**src/rtl/sd_cmd_response_rx_if.sv**
```systemverilog
// Bundle of the CMD-line receiver's control, status and register-bank buses.
//
// Handshake: start is a one-cycle request that is accepted only while busy=0.
// busy rises the cycle after acceptance and falls in the cycle done pulses.
// done is a one-cycle completion pulse. Status flags are valid from done and
// hold until the next accepted start. Load enables pulse only together with done.
interface sd_cmd_response_rx_if;
    logic         cmd_in;
    logic         start;
    logic [2:0]   resp_type;
    logic [5:0]   exp_index;
    logic         r2_is_csd;
    logic         busy;
    logic         done;
    logic         timeout_err;
    logic         crc_err;
    logic         index_err;
    logic         frame_err;
    logic         cid_en;
    logic         csd_en;
    logic         ocr_en;
    logic         rca_en;
    logic         stat_en;
    logic [127:0] r2_data;
    logic [31:0]  ocr_data;
    logic [15:0]  rca_data;
    logic [63:0]  stat_data;
    logic [1:0]   fsm_state;

    modport master (
        output cmd_in, start, resp_type, exp_index, r2_is_csd,
        input  busy, done, timeout_err, crc_err, index_err, frame_err,
        input  cid_en, csd_en, ocr_en, rca_en, stat_en,
        input  r2_data, ocr_data, rca_data, stat_data, fsm_state
    );

    modport slave (
        input  cmd_in, start, resp_type, exp_index, r2_is_csd,
        output busy, done, timeout_err, crc_err, index_err, frame_err,
        output cid_en, csd_en, ocr_en, rca_en, stat_en,
        output r2_data, ocr_data, rca_data, stat_data, fsm_state
    );
endinterface

```
**src/rtl/sd_cmd_response_rx.sv**
```systemverilog
// SD CMD-line response receiver: hunts for the start bit, shifts in a 48- or
// 136-bit frame, checks framing / CRC7 / index and drives register-bank loads.
module sd_cmd_response_rx #(
    parameter int NCR_MAX = 64,
    parameter int CNT_W   = 8
) (
    input logic                 clk,
    input logic                 reset,
    sd_cmd_response_rx_if.slave bus
);

    typedef enum logic [1:0] {
        IDLE       = 2'd0,
        WAIT_START = 2'd1,
        RECV       = 2'd2,
        CHECK      = 2'd3
    } state_t;

    state_t           state;
    logic [2:0]       typ;
    logic [5:0]       idx_exp;
    logic             csd_sel;
    logic [CNT_W-1:0] cnt;
    logic [135:0]     frame;
    logic [6:0]       crc;

    logic             type_ok;
    logic             is_r2;
    logic             is_r3;
    logic [CNT_W-1:0] nxt_cnt;
    logic [CNT_W-1:0] frame_len;
    logic             crc_on;
    logic [6:0]       crc_next;
    logic             start_bit;
    logic             trans_bit;
    logic [5:0]       hdr_idx;
    logic [6:0]       crc_field;
    logic [31:0]      content;
    logic             e_frame;
    logic             e_crc;
    logic             e_index;
    logic             ok;

    assign type_ok   = (bus.resp_type == 3'd1) || (bus.resp_type == 3'd2) ||
                       (bus.resp_type == 3'd3) || (bus.resp_type == 3'd6) ||
                       (bus.resp_type == 3'd7);
    assign is_r2     = (typ == 3'd2);
    assign is_r3     = (typ == 3'd3);
    assign nxt_cnt   = cnt + 1'b1;
    assign frame_len = is_r2 ? CNT_W'(136) : CNT_W'(48);

    // nxt_cnt is the 1-based number of the bit being received. R2 CRC covers
    // the payload only (bits 9..128); short frames cover bits 1..40.
    assign crc_on    = is_r2 ? ((nxt_cnt >= CNT_W'(9)) && (nxt_cnt <= CNT_W'(128)))
                             : (nxt_cnt <= CNT_W'(40));
    assign crc_next  = {crc[5:0], 1'b0} ^ ({7{bus.cmd_in ^ crc[6]}} & 7'h09);

    assign start_bit = is_r2 ? frame[135] : frame[47];
    assign trans_bit = is_r2 ? frame[134] : frame[46];
    assign hdr_idx   = is_r2 ? frame[133:128] : frame[45:40];
    assign crc_field = frame[7:1];
    assign content   = frame[39:8];

    assign e_frame   = start_bit | trans_bit | ~frame[0] | (is_r3 && (crc_field != 7'h7F));
    assign e_crc     = !is_r3 && (crc != crc_field);
    assign e_index   = (is_r2 || is_r3) ? (hdr_idx != 6'h3F) : (hdr_idx != idx_exp);
    assign ok        = !(e_frame || e_crc || e_index);

    assign bus.fsm_state = state;

    // Receiver FSM with registered status, enables and data buses.
    always_ff @(posedge clk) begin
        if (!reset) begin
            state           <= IDLE;
            typ             <= 3'd0;
            idx_exp         <= 6'd0;
            csd_sel         <= 1'b0;
            cnt             <= '0;
            frame           <= '0;
            crc             <= 7'd0;
            bus.busy        <= 1'b0;
            bus.done        <= 1'b0;
            bus.timeout_err <= 1'b0;
            bus.crc_err     <= 1'b0;
            bus.index_err   <= 1'b0;
            bus.frame_err   <= 1'b0;
            bus.cid_en      <= 1'b0;
            bus.csd_en      <= 1'b0;
            bus.ocr_en      <= 1'b0;
            bus.rca_en      <= 1'b0;
            bus.stat_en     <= 1'b0;
            bus.r2_data     <= '0;
            bus.ocr_data    <= '0;
            bus.rca_data    <= '0;
            bus.stat_data   <= '0;
        end else begin
            bus.done   <= 1'b0;
            bus.cid_en <= 1'b0;
            bus.csd_en <= 1'b0;
            bus.ocr_en <= 1'b0;
            bus.rca_en <= 1'b0;
            bus.stat_en <= 1'b0;
            case (state)
                IDLE: begin
                    if (bus.start) begin
                        bus.timeout_err <= 1'b0;
                        bus.crc_err     <= 1'b0;
                        bus.index_err   <= 1'b0;
                        bus.frame_err   <= 1'b0;
                        if (!type_ok) begin
                            bus.done <= 1'b1;
                        end else begin
                            typ      <= bus.resp_type;
                            idx_exp  <= bus.exp_index;
                            csd_sel  <= bus.r2_is_csd;
                            cnt      <= '0;
                            bus.busy <= 1'b1;
                            state    <= WAIT_START;
                        end
                    end
                end
                WAIT_START: begin
                    if (cnt == CNT_W'(NCR_MAX)) begin
                        bus.timeout_err <= 1'b1;
                        bus.done        <= 1'b1;
                        bus.busy        <= 1'b0;
                        state           <= IDLE;
                    end else if (!bus.cmd_in) begin
                        // The start bit is bit 1; a zero input leaves CRC at 0.
                        cnt   <= CNT_W'(1);
                        frame <= '0;
                        crc   <= 7'd0;
                        state <= RECV;
                    end else begin
                        cnt <= nxt_cnt;
                    end
                end
                RECV: begin
                    frame <= {frame[134:0], bus.cmd_in};
                    cnt   <= nxt_cnt;
                    if (crc_on) crc <= crc_next;
                    if (nxt_cnt == frame_len) state <= CHECK;
                end
                CHECK: begin
                    bus.frame_err <= e_frame;
                    bus.crc_err   <= e_crc;
                    bus.index_err <= e_index;
                    bus.done      <= 1'b1;
                    bus.busy      <= 1'b0;
                    state         <= IDLE;
                    case (typ)
                        3'd1, 3'd7: begin
                            bus.stat_data <= {26'b0, hdr_idx, content};
                            bus.stat_en   <= ok;
                        end
                        3'd6: begin
                            bus.rca_data  <= content[31:16];
                            bus.stat_data <= {26'b0, hdr_idx, 16'b0, content[15:0]};
                            bus.rca_en    <= ok;
                            bus.stat_en   <= ok;
                        end
                        3'd3: begin
                            bus.ocr_data  <= content;
                            bus.stat_data <= {26'b0, 6'h3F, content};
                            bus.ocr_en    <= ok;
                            bus.stat_en   <= ok;
                        end
                        3'd2: begin
                            bus.r2_data <= {frame[127:1], 1'b1};
                            bus.csd_en  <= ok && csd_sel;
                            bus.cid_en  <= ok && !csd_sel;
                        end
                        default: ;
                    endcase
                end
                default: state <= IDLE;
            endcase
        end
    end

endmodule

```
**src/flat_wrapper.sv**
```systemverilog
// flat-port wrapper written by rule: the top's interface ports become plain ports
module sd_cmd_response_rx_flat 
#(
    parameter int NCR_MAX = 64,
    parameter int CNT_W   = 8
)
  (clk, reset, bus_cmd_in, bus_start, bus_resp_type, bus_exp_index, bus_r2_is_csd, bus_busy, bus_done, bus_timeout_err, bus_crc_err, bus_index_err, bus_frame_err, bus_cid_en, bus_csd_en, bus_ocr_en, bus_rca_en, bus_stat_en, bus_r2_data, bus_ocr_data, bus_rca_data, bus_stat_data, bus_fsm_state);
  sd_cmd_response_rx_if bus_i ();
  input logic clk;
  input logic reset;
  input wire logic [$bits(bus_i.cmd_in)-1:0] bus_cmd_in;
  input wire logic [$bits(bus_i.start)-1:0] bus_start;
  input wire logic [$bits(bus_i.resp_type)-1:0] bus_resp_type;
  input wire logic [$bits(bus_i.exp_index)-1:0] bus_exp_index;
  input wire logic [$bits(bus_i.r2_is_csd)-1:0] bus_r2_is_csd;
  output wire logic [$bits(bus_i.busy)-1:0] bus_busy;
  output wire logic [$bits(bus_i.done)-1:0] bus_done;
  output wire logic [$bits(bus_i.timeout_err)-1:0] bus_timeout_err;
  output wire logic [$bits(bus_i.crc_err)-1:0] bus_crc_err;
  output wire logic [$bits(bus_i.index_err)-1:0] bus_index_err;
  output wire logic [$bits(bus_i.frame_err)-1:0] bus_frame_err;
  output wire logic [$bits(bus_i.cid_en)-1:0] bus_cid_en;
  output wire logic [$bits(bus_i.csd_en)-1:0] bus_csd_en;
  output wire logic [$bits(bus_i.ocr_en)-1:0] bus_ocr_en;
  output wire logic [$bits(bus_i.rca_en)-1:0] bus_rca_en;
  output wire logic [$bits(bus_i.stat_en)-1:0] bus_stat_en;
  output wire logic [$bits(bus_i.r2_data)-1:0] bus_r2_data;
  output wire logic [$bits(bus_i.ocr_data)-1:0] bus_ocr_data;
  output wire logic [$bits(bus_i.rca_data)-1:0] bus_rca_data;
  output wire logic [$bits(bus_i.stat_data)-1:0] bus_stat_data;
  output wire logic [$bits(bus_i.fsm_state)-1:0] bus_fsm_state;
  assign bus_i.cmd_in = bus_cmd_in;
  assign bus_i.start = bus_start;
  assign bus_i.resp_type = bus_resp_type;
  assign bus_i.exp_index = bus_exp_index;
  assign bus_i.r2_is_csd = bus_r2_is_csd;
  assign bus_busy = bus_i.busy;
  assign bus_done = bus_i.done;
  assign bus_timeout_err = bus_i.timeout_err;
  assign bus_crc_err = bus_i.crc_err;
  assign bus_index_err = bus_i.index_err;
  assign bus_frame_err = bus_i.frame_err;
  assign bus_cid_en = bus_i.cid_en;
  assign bus_csd_en = bus_i.csd_en;
  assign bus_ocr_en = bus_i.ocr_en;
  assign bus_rca_en = bus_i.rca_en;
  assign bus_stat_en = bus_i.stat_en;
  assign bus_r2_data = bus_i.r2_data;
  assign bus_ocr_data = bus_i.ocr_data;
  assign bus_rca_data = bus_i.rca_data;
  assign bus_stat_data = bus_i.stat_data;
  assign bus_fsm_state = bus_i.fsm_state;
  sd_cmd_response_rx #(.NCR_MAX(NCR_MAX), .CNT_W(CNT_W)) u_core (.clk(clk), .reset(reset), .bus(bus_i));
endmodule
```
**config.mk**
```make
export PLATFORM = sky130hd
export DESIGN_NAME = sd_cmd_response_rx_flat
export DESIGN_NICKNAME = d
export VERILOG_FILES = /design/src/rtl/sd_cmd_response_rx_if.sv /design/src/rtl/sd_cmd_response_rx.sv /design/src/flat_wrapper.sv
export SDC_FILE = /design/constraint.sdc
export NUM_CORES = 1
export LEC_CHECK = 0
export BUFFER_PORTS_ARGS = -buffer_cell sky130_fd_sc_hd__buf_2
export CAP_MARGIN = 20
export CORE_MARGIN = 1.5
export CORE_UTILIZATION = 45
export DETAILED_ROUTE_END_ITERATION = 10
export PLACE_DENSITY = 0.66
export SLEW_MARGIN = 20
export SYNTH_ARGS = -nofsm -noshare
export SYNTH_HDL_FRONTEND = slang
export SYNTH_SLANG_ARGS = --single-unit
```
**constraint.sdc**
```tcl
create_clock -name clk -period 2.9 [get_ports clk]
set_clock_uncertainty 0.1 [all_clocks]
set_input_delay 0.58 -clock clk [delete_from_list [all_inputs] [get_ports clk]]
set_output_delay 0.58 -clock clk [all_outputs]
set_load 0.01 [all_outputs]
```
==> flow_metrics.py, run 1 <==
metrics = {
    "worst_hold_path": {
        "min_from": "bus_exp_index[0]",
        "min_path_type": "primary input to register",
        "hold_depth": 3,
    },
    "yosys": {
        "synth_fa_ha_area_share_pct": 0.641,
        "ys_warn_count": 0,
        "synth-seq-cells": 388,
        "yosys.cell_types.count": 62,
        "ys_seq_area_share_pct": 49.7,
        "netlist.top_cell.by_area": "dfxtp_1",
        "synth-compound-area-share_pct": 20.7,
        "synth-simple-area-share_pct": 21.7,
        "synth_edf_count": 0,
        "synth_ff_type": "dfxtp_1",
        "synth_area_per_cell_um2": 8.55,
        "synth_xor_area_share_pct": 1.18,
        "syn_inst": 1828,
        "yosys.area.top_type_share_pct": 49.7,
        "synthArstFlopShare_pct": 0,
        "synth_top_family_by_area": "simple AND/OR/NAND/NOR gates",
        "syn_area_um2": 15600,
        "synth.area.top_cells": "dfxtp_1, a21boi_0, nand2_1",
        "synthMuxAreaShare_pct": 0.769,
    },
    "clock_network": {
        "htreeDepth": 2,
        "ctsResizeCount": 0,
        "cts_tree": "done",
        "clk_path_buf_depth": 3,
        "clock_sinks": 388,
        "insertion_delay_ns": 0.53,
        "postCtsHoldBufs": 0,
        "numCtsBuffers": 41,
        "clkTransAtPathRegs_ns": 0.06,
        "cts_setup_buffers": 0,
        "cts-root-buf": "clkbuf_16",
    },
    "detailed_routing": {
        "firstDrtPassIters": 5,
        "wire_per_inst_um": 15.6,
        "vias": 12900,
        "drt-initial-drc-count": 807,
        "postRouteWirelength_um": 38700,
        "ant_nets": 0,
        "drcViolationCount": 0,
        "via_per_inst": 5.21,
    },
    "layout": {
        "area_delta_synth_final_pct": 18.1,
        "fillers": 3243,
        "nNetsFinal": 2012,
        "postLayoutCoreUtil_pct": 53.7,
        "drive_gt1_share_pct": 17.4,
    },
    "timing": {
        "rsz0062_at_grt": "false",
        "finalSetupViolations": 0,
        "hold_viol_final": 0,
        "tns_ns": 0,
        "worst_pin_slew_ns": 0.717,
        "report.final.slew_viol_count": 0,
        "finalCritPeriodShare_pct": 90.1,
        "whs_ns": 0.208,
        "fin_crit_ns": 2.61,
        "relSlewSlack_pct": 52.2,
        "fin_ws_ns": 0.287,
        "fmax_mhz": 383,
    },
    "grt": {
        "grt_pass1_wl_um": 62400,
        "grt_max_degree": 148,
        "grt_usage_pct": 21.1,
        "grt_pass1_vias": 11800,
        "grt_overflow": 0,
        "antenna_found_initial": 1,
    },
    "die": {
        "row_count": 68,
        "dieArea_um2": 35900,
        "die_w_um": 189,
        "die-height_um": 189,
        "pin_count": 267,
        "initial_utilization_pct": 45.5,
        "core_area_um2": 34400,
    },
    "critical_path": {
        "worst_setup_path_start_kind": "register",
        "startpoint": "u_core.cnt[1]$_SDFFE_PN0P_",
        "r2r-start": "u_core.cnt[1]$_SDFFE_PN0P_",
        "worstPathRequired_ns": 3.22,
        "arrival_ns": 2.94,
        "endpoint_kind": "register",
        "crit_fanout": 10,
        "crit_type": "register to register",
        "ff2ff_path_depth": 7,
    },
    "power_and_ir_drop": {
        "p_per_area_nw_per_um2": 626,
        "max-vdd-ir-drop_mv": 0.441,
        "leakage_nw": 6.92,
    },
    "placed_design": {
        "gp_congestion": 0.900,
        "port_buffers": 240,
        "dp_worst_setup_slack_ns": 0.325,
        "hpwl_um": 24400,
    },
    "run": {
        "cap_viol_max_count": 0,
    },
    "run_status": {
        "status": "finished clean",
    },
}
==> sequential cells by signal (all words and copies together) (netlist names), 3 cells and up, named ones only <==
signal,cells
u_core.bus.r2_data,128
u_core.bus.stat_data,38
u_core.cnt,8
u_core.bus.ocr_data,32
u_core.typ,3
u_core.idx_exp,6
u_core.crc,7
u_core.bus.rca_data,16
u_core.frame,136
==> layout by cell type (no fill, tap or decap), drive strengths merged, types with 7 or more instances in the layout <==
cell      n
o21a     10
o21ai    16
xnor2    13
buf     266
and2      8
nand2   543
mux2i    12
nand3   146
nor2b    17
conb     26
nor2     15
a211oi    7
a21oi    12
clkinv    7
a22o     22
nand4     8
ha        8
xor2      8
clkbuf   58
dfxtp   388
a21boi  334
inv      11
nor3     13
==> where the power goes <==
group,leakage (nW),internal [mW],total (mW),switching (mW)
registers,3.13,5.35,5.38,0.0286
logic,3.12,0.247,0.809,0.562
clock network,0.676,3.26,5.36,2.10
total,6.92,8.86,11.6,2.69
==> worst max-delay path: stages, from the launching register on <==
cell	delay, ns
dfxtp_1	0.55
ha_1	0.43
xor2_1	0.16
or2_2	0.32
a211oi_1	0.27
a31oi_1	0.13
o22a_2	0.30
a22o_1	0.24
==> path summary, 6_finish.rpt <==
path / endpoint / slack (ns)
worst max-delay path: u_core.crc[3]$_SDFFE_PN0P_ / 0.29
worst min-delay path: u_core.idx_exp[0]$_SDFFE_PN0P_ / 0.21
worst max register to register: u_core.crc[3]$_SDFFE_PN0P_ / 0.29
worst min register to register: u_core.bus.cid_en$_SDFF_PN0_ / 0.35
==> cell usage after synthesis (all sizes together) (11+ instances only) <==
cell type	instances
a21oi	12
o21ai	16
clkbuf	100
mux2i	12
nor2	15
a22o	22
nor3	13
nand3	146
xnor2	13
a21boi	334
nor2b	17
dfxtp	388
inv	11
nand2	543
buf	73
==> through the flow <==
step / total power, mW / area, um2 / cells
floorplan: 6.09 / 15700 / 1853
global placement: 6.30 / 17100 / 2402
detailed placement: 6.31 / 17100 / 2402
CTS: 11.7 / 18500 / 2472
global route: 12.0 / 18500 / 2473
finish: 11.6 / 18500 / 2473
==> cell families after synthesis <==
logic type / after synthesis
simple gates: 784
compound gates: 430
flops: 388
buf+inv: 184
xor+xnor: 21
mux: 12
fa+ha+maj: 8
other cells: 1
==> routing by layer <==
layer / part of all wire (%) / vias to the layer above / wire, um / GRT usage [%]
li1: - / 6416 / - / -
met1: 47 / 6105 / 18100 / 28.8
met2: 46 / 305 / 17900 / 34.7
met3: 4.9 / 55 / 1900 / 3.47
met4: 2.0 / 0 / 788 / 5.74
met5: 0 / - / 0 / 0
==> final cells by class <==
type                       count  area [um2]  share of cell area [%]
tap                          455         569                    3.09
timing repair buffer         267        1540                    8.33
sequential                   388        7770                    42.1
clock buffer                  57        1180                    6.37
inverter                      11        41.3                   0.224
clock inverter                13         193                    1.04
multi-input combinational   1281        7170                    38.8
antenna                        1        2.50                  0.0136
(Power assumes the default switching activity.)
==> inputs of run 2 (changes only) <==
--- a/config.mk
+++ b/config.mk
@@ -5,6 +5,7 @@
 export SDC_FILE = /design/constraint.sdc
 export NUM_CORES = 1
 export LEC_CHECK = 0
+export ABC_AREA = 1
 export BUFFER_PORTS_ARGS = -buffer_cell sky130_fd_sc_hd__buf_2
 export CAP_MARGIN = 20
 export CORE_MARGIN = 1.5
==> flow_metrics.py, run 2 <==
metrics = {
    "layout": {
        "area_delta_synth_final_pct": 18.1,
        "stdcell_count": 2401,
        "largest_reg_flops": 136,
        "drive_gt1_share_pct": 24.0,
        "postLayoutCoreUtil_pct": 54.0,
        "largest_registers": "u_core.frame x136, u_core.bus.r2_data x128, u_core.bus.stat_data x38",
        "fin_area_um2": 18100,
        "final_common_cell": "dfxtp_1",
        "nNetsFinal": 1941,
        "top_register": "u_core.frame",
        "final_cell_mix": "dfxtp_1, a21oi_1, buf_2",
    },
    "detailed_routing": {
        "wire_per_inst_um": 16.1,
        "drcViolationCount": 0,
        "via_per_inst": 5.24,
        "firstDrtPassIters": 5,
        "ant_nets": 0,
        "drt-initial-drc-count": 776,
        "postRouteWirelength_um": 38600,
        "vias": 12600,
    },
    "critical_path": {
        "crit_chain": "inv_1 -> ha_1 -> nand4_1 -> nor4_2 -> nand2_2 -> nand2_8 -> buf_12 -> a21oi_1 -> a211oi_2",
        "arrival_ns": 2.87,
        "ff2ff_path_depth": 9,
        "max_stage_delay_ns": 0.37,
        "startpoint": "u_core.cnt[0]$_SDFFE_PN0P_",
        "crit_slowest_cell": "buf_12",
        "r2r-start": "u_core.cnt[0]$_SDFFE_PN0P_",
        "worst_setup_path_start_kind": "register",
        "endpoint_kind": "register",
        "crit_type": "register to register",
        "worstPathRequired_ns": 3.25,
        "crit_fanout": 69,
    },
    "timing": {
        "whs_ns": 0.165,
        "hold_viol_final": 0,
        "worst_pin_slew_ns": 0.771,
        "finalCritPeriodShare_pct": 87.0,
        "finalSetupViolations": 0,
        "fin_crit_ns": 2.52,
        "relSlewSlack_pct": 48.5,
        "tns_ns": 0,
        "fmax_mhz": 396,
        "report.final.slew_viol_count": 0,
        "rsz0062_at_grt": "false",
        "fin_ws_ns": 0.376,
    },
    "die": {
        "core_area_um2": 33500,
        "die-height_um": 188,
        "initial_utilization_pct": 45.8,
        "pin_count": 267,
        "die_w_um": 188,
        "dieArea_um2": 35200,
        "row_count": 67,
    },
    "clock_network": {
        "ctsResizeCount": 0,
        "cts_tree": "done",
        "cts-root-buf": "clkbuf_16",
        "insertion_delay_ns": 0.54,
        "postCtsHoldBufs": 0,
        "numCtsBuffers": 40,
        "clkTransAtPathRegs_ns": 0.06,
        "clk_path_buf_depth": 3,
        "clock_sinks": 388,
        "htreeDepth": 2,
        "cts_setup_buffers": 0,
    },
    "yosys": {
        "netlist.top_cell.by_area": "dfxtp_1",
        "ys_top_cells_by_count": "dfxtp_1, a21oi_1, o21ai_0",
        "synthArstFlopShare_pct": 0,
        "synth.area.top_cells": "dfxtp_1, a21oi_1, a211oi_2",
        "yosys.cell_types.count": 41,
        "synth_area_per_cell_um2": 8.73,
        "synth_ff_type": "dfxtp_1",
        "syn_area_um2": 15300,
        "synth_edf_count": 0,
        "synth-seq-cells": 388,
        "yosys.area.top_type_share_pct": 50.6,
        "syn_inst": 1757,
        "yosysMostFrequentCell": "dfxtp_1",
        "ys_seq_area_share_pct": 50.6,
        "ys_warn_count": 0,
    },
    "placed_design": {
        "dp_cells": 2325,
        "dp_worst_setup_slack_ns": 0.228,
        "placed_area_um2": 16700,
        "port_buffers": 240,
        "gp_congestion": 0.853,
        "hpwl_um": 24800,
    },
    "grt": {
        "gr-usage-met2_pct": 34.2,
        "grt_max_degree": 146,
        "grt_usage_pct": 21.5,
        "antenna_found_initial": 4,
        "grt_pass1_wl_um": 63000,
        "busiest_layer": "met2",
        "grt_overflow": 0,
        "grt_pass1_vias": 12000,
        "grt_util_met3_pct": 4.51,
        "grt_util_met1_pct": 29.0,
    },
    "run": {
        "cap_viol_max_count": 0,
    },
    "worst_hold_path": {
        "min_from": "bus_exp_index[0]",
        "min_path_type": "primary input to register",
        "hold_depth": 3,
    },
    "run_status": {
        "status": "finished clean",
    },
    "power_and_ir_drop": {
        "max-vdd-ir-drop_mv": 0.415,
        "power_mw": 16.9,
        "p_per_area_nw_per_um2": 935,
        "leakage_nw": 7.42,
    },
}
-- run 2: kinds of logic (layout without fill, tap and decap cells) --
logic type	count (synthesis)	in the layout	share of synthesized area [%]
fa+ha+maj	8	8	0.652
buf+inv	341	508	9.94
xor+xnor	15	15	0.856
flops	388	388	50.6
simple gates	303	303	9.17
other cells	1	30	0.0244
compound gates	701	701	28.7
-- run 2: worst max-delay path, delay by kind of cell, from the launching register on --
family                     cells  cell delay [ns]
DFF                            1             0.36
buffers and inverters          2             0.57
and+or+nand+nor                4             0.92
adders and majority gates      1             0.19
AOI/OAI and AO/OA              2             0.28
-- run 2: metal layers --
layer  share of wire [%]  vias to the layer above
li1                    -                     6312
met5               0.036                        -
met2                  45                      382
met3                 6.4                       66
met4                 2.9                        2
met1                  46                     5821
-- run 2: path summary, 6_finish.rpt --
path                                     to  slack [ns]
max           u_core.frame[65]$_SDFFE_PN0P_        0.38
min          u_core.idx_exp[0]$_SDFFE_PN0P_        0.16
max reg2reg   u_core.frame[65]$_SDFFE_PN0P_        0.38
min reg2reg    u_core.bus.busy$_SDFFE_PN0P_        0.36
-- run 2: cell type report --
cell class	count	area, um2
Clock buffer	60	1200
Tap cell	448	561
Inverter	172	653
Sequential cell	388	7770
Timing Repair Buffer	264	1520
Multi-Input combinational cell	1053	6180
Clock inverter	12	228
Antenna cell	4	10.0
Fill cell	3072	15400
-- run 2: where the power goes --
part / leakage [nW] / total, mW / internal, mW / switching [mW]
clock network: 0.697 / 5.49 / 3.39 / 2.10
logic: 3.57 / 4.53 / 1.60 / 2.93
registers: 3.15 / 6.92 / 6.24 / 0.679
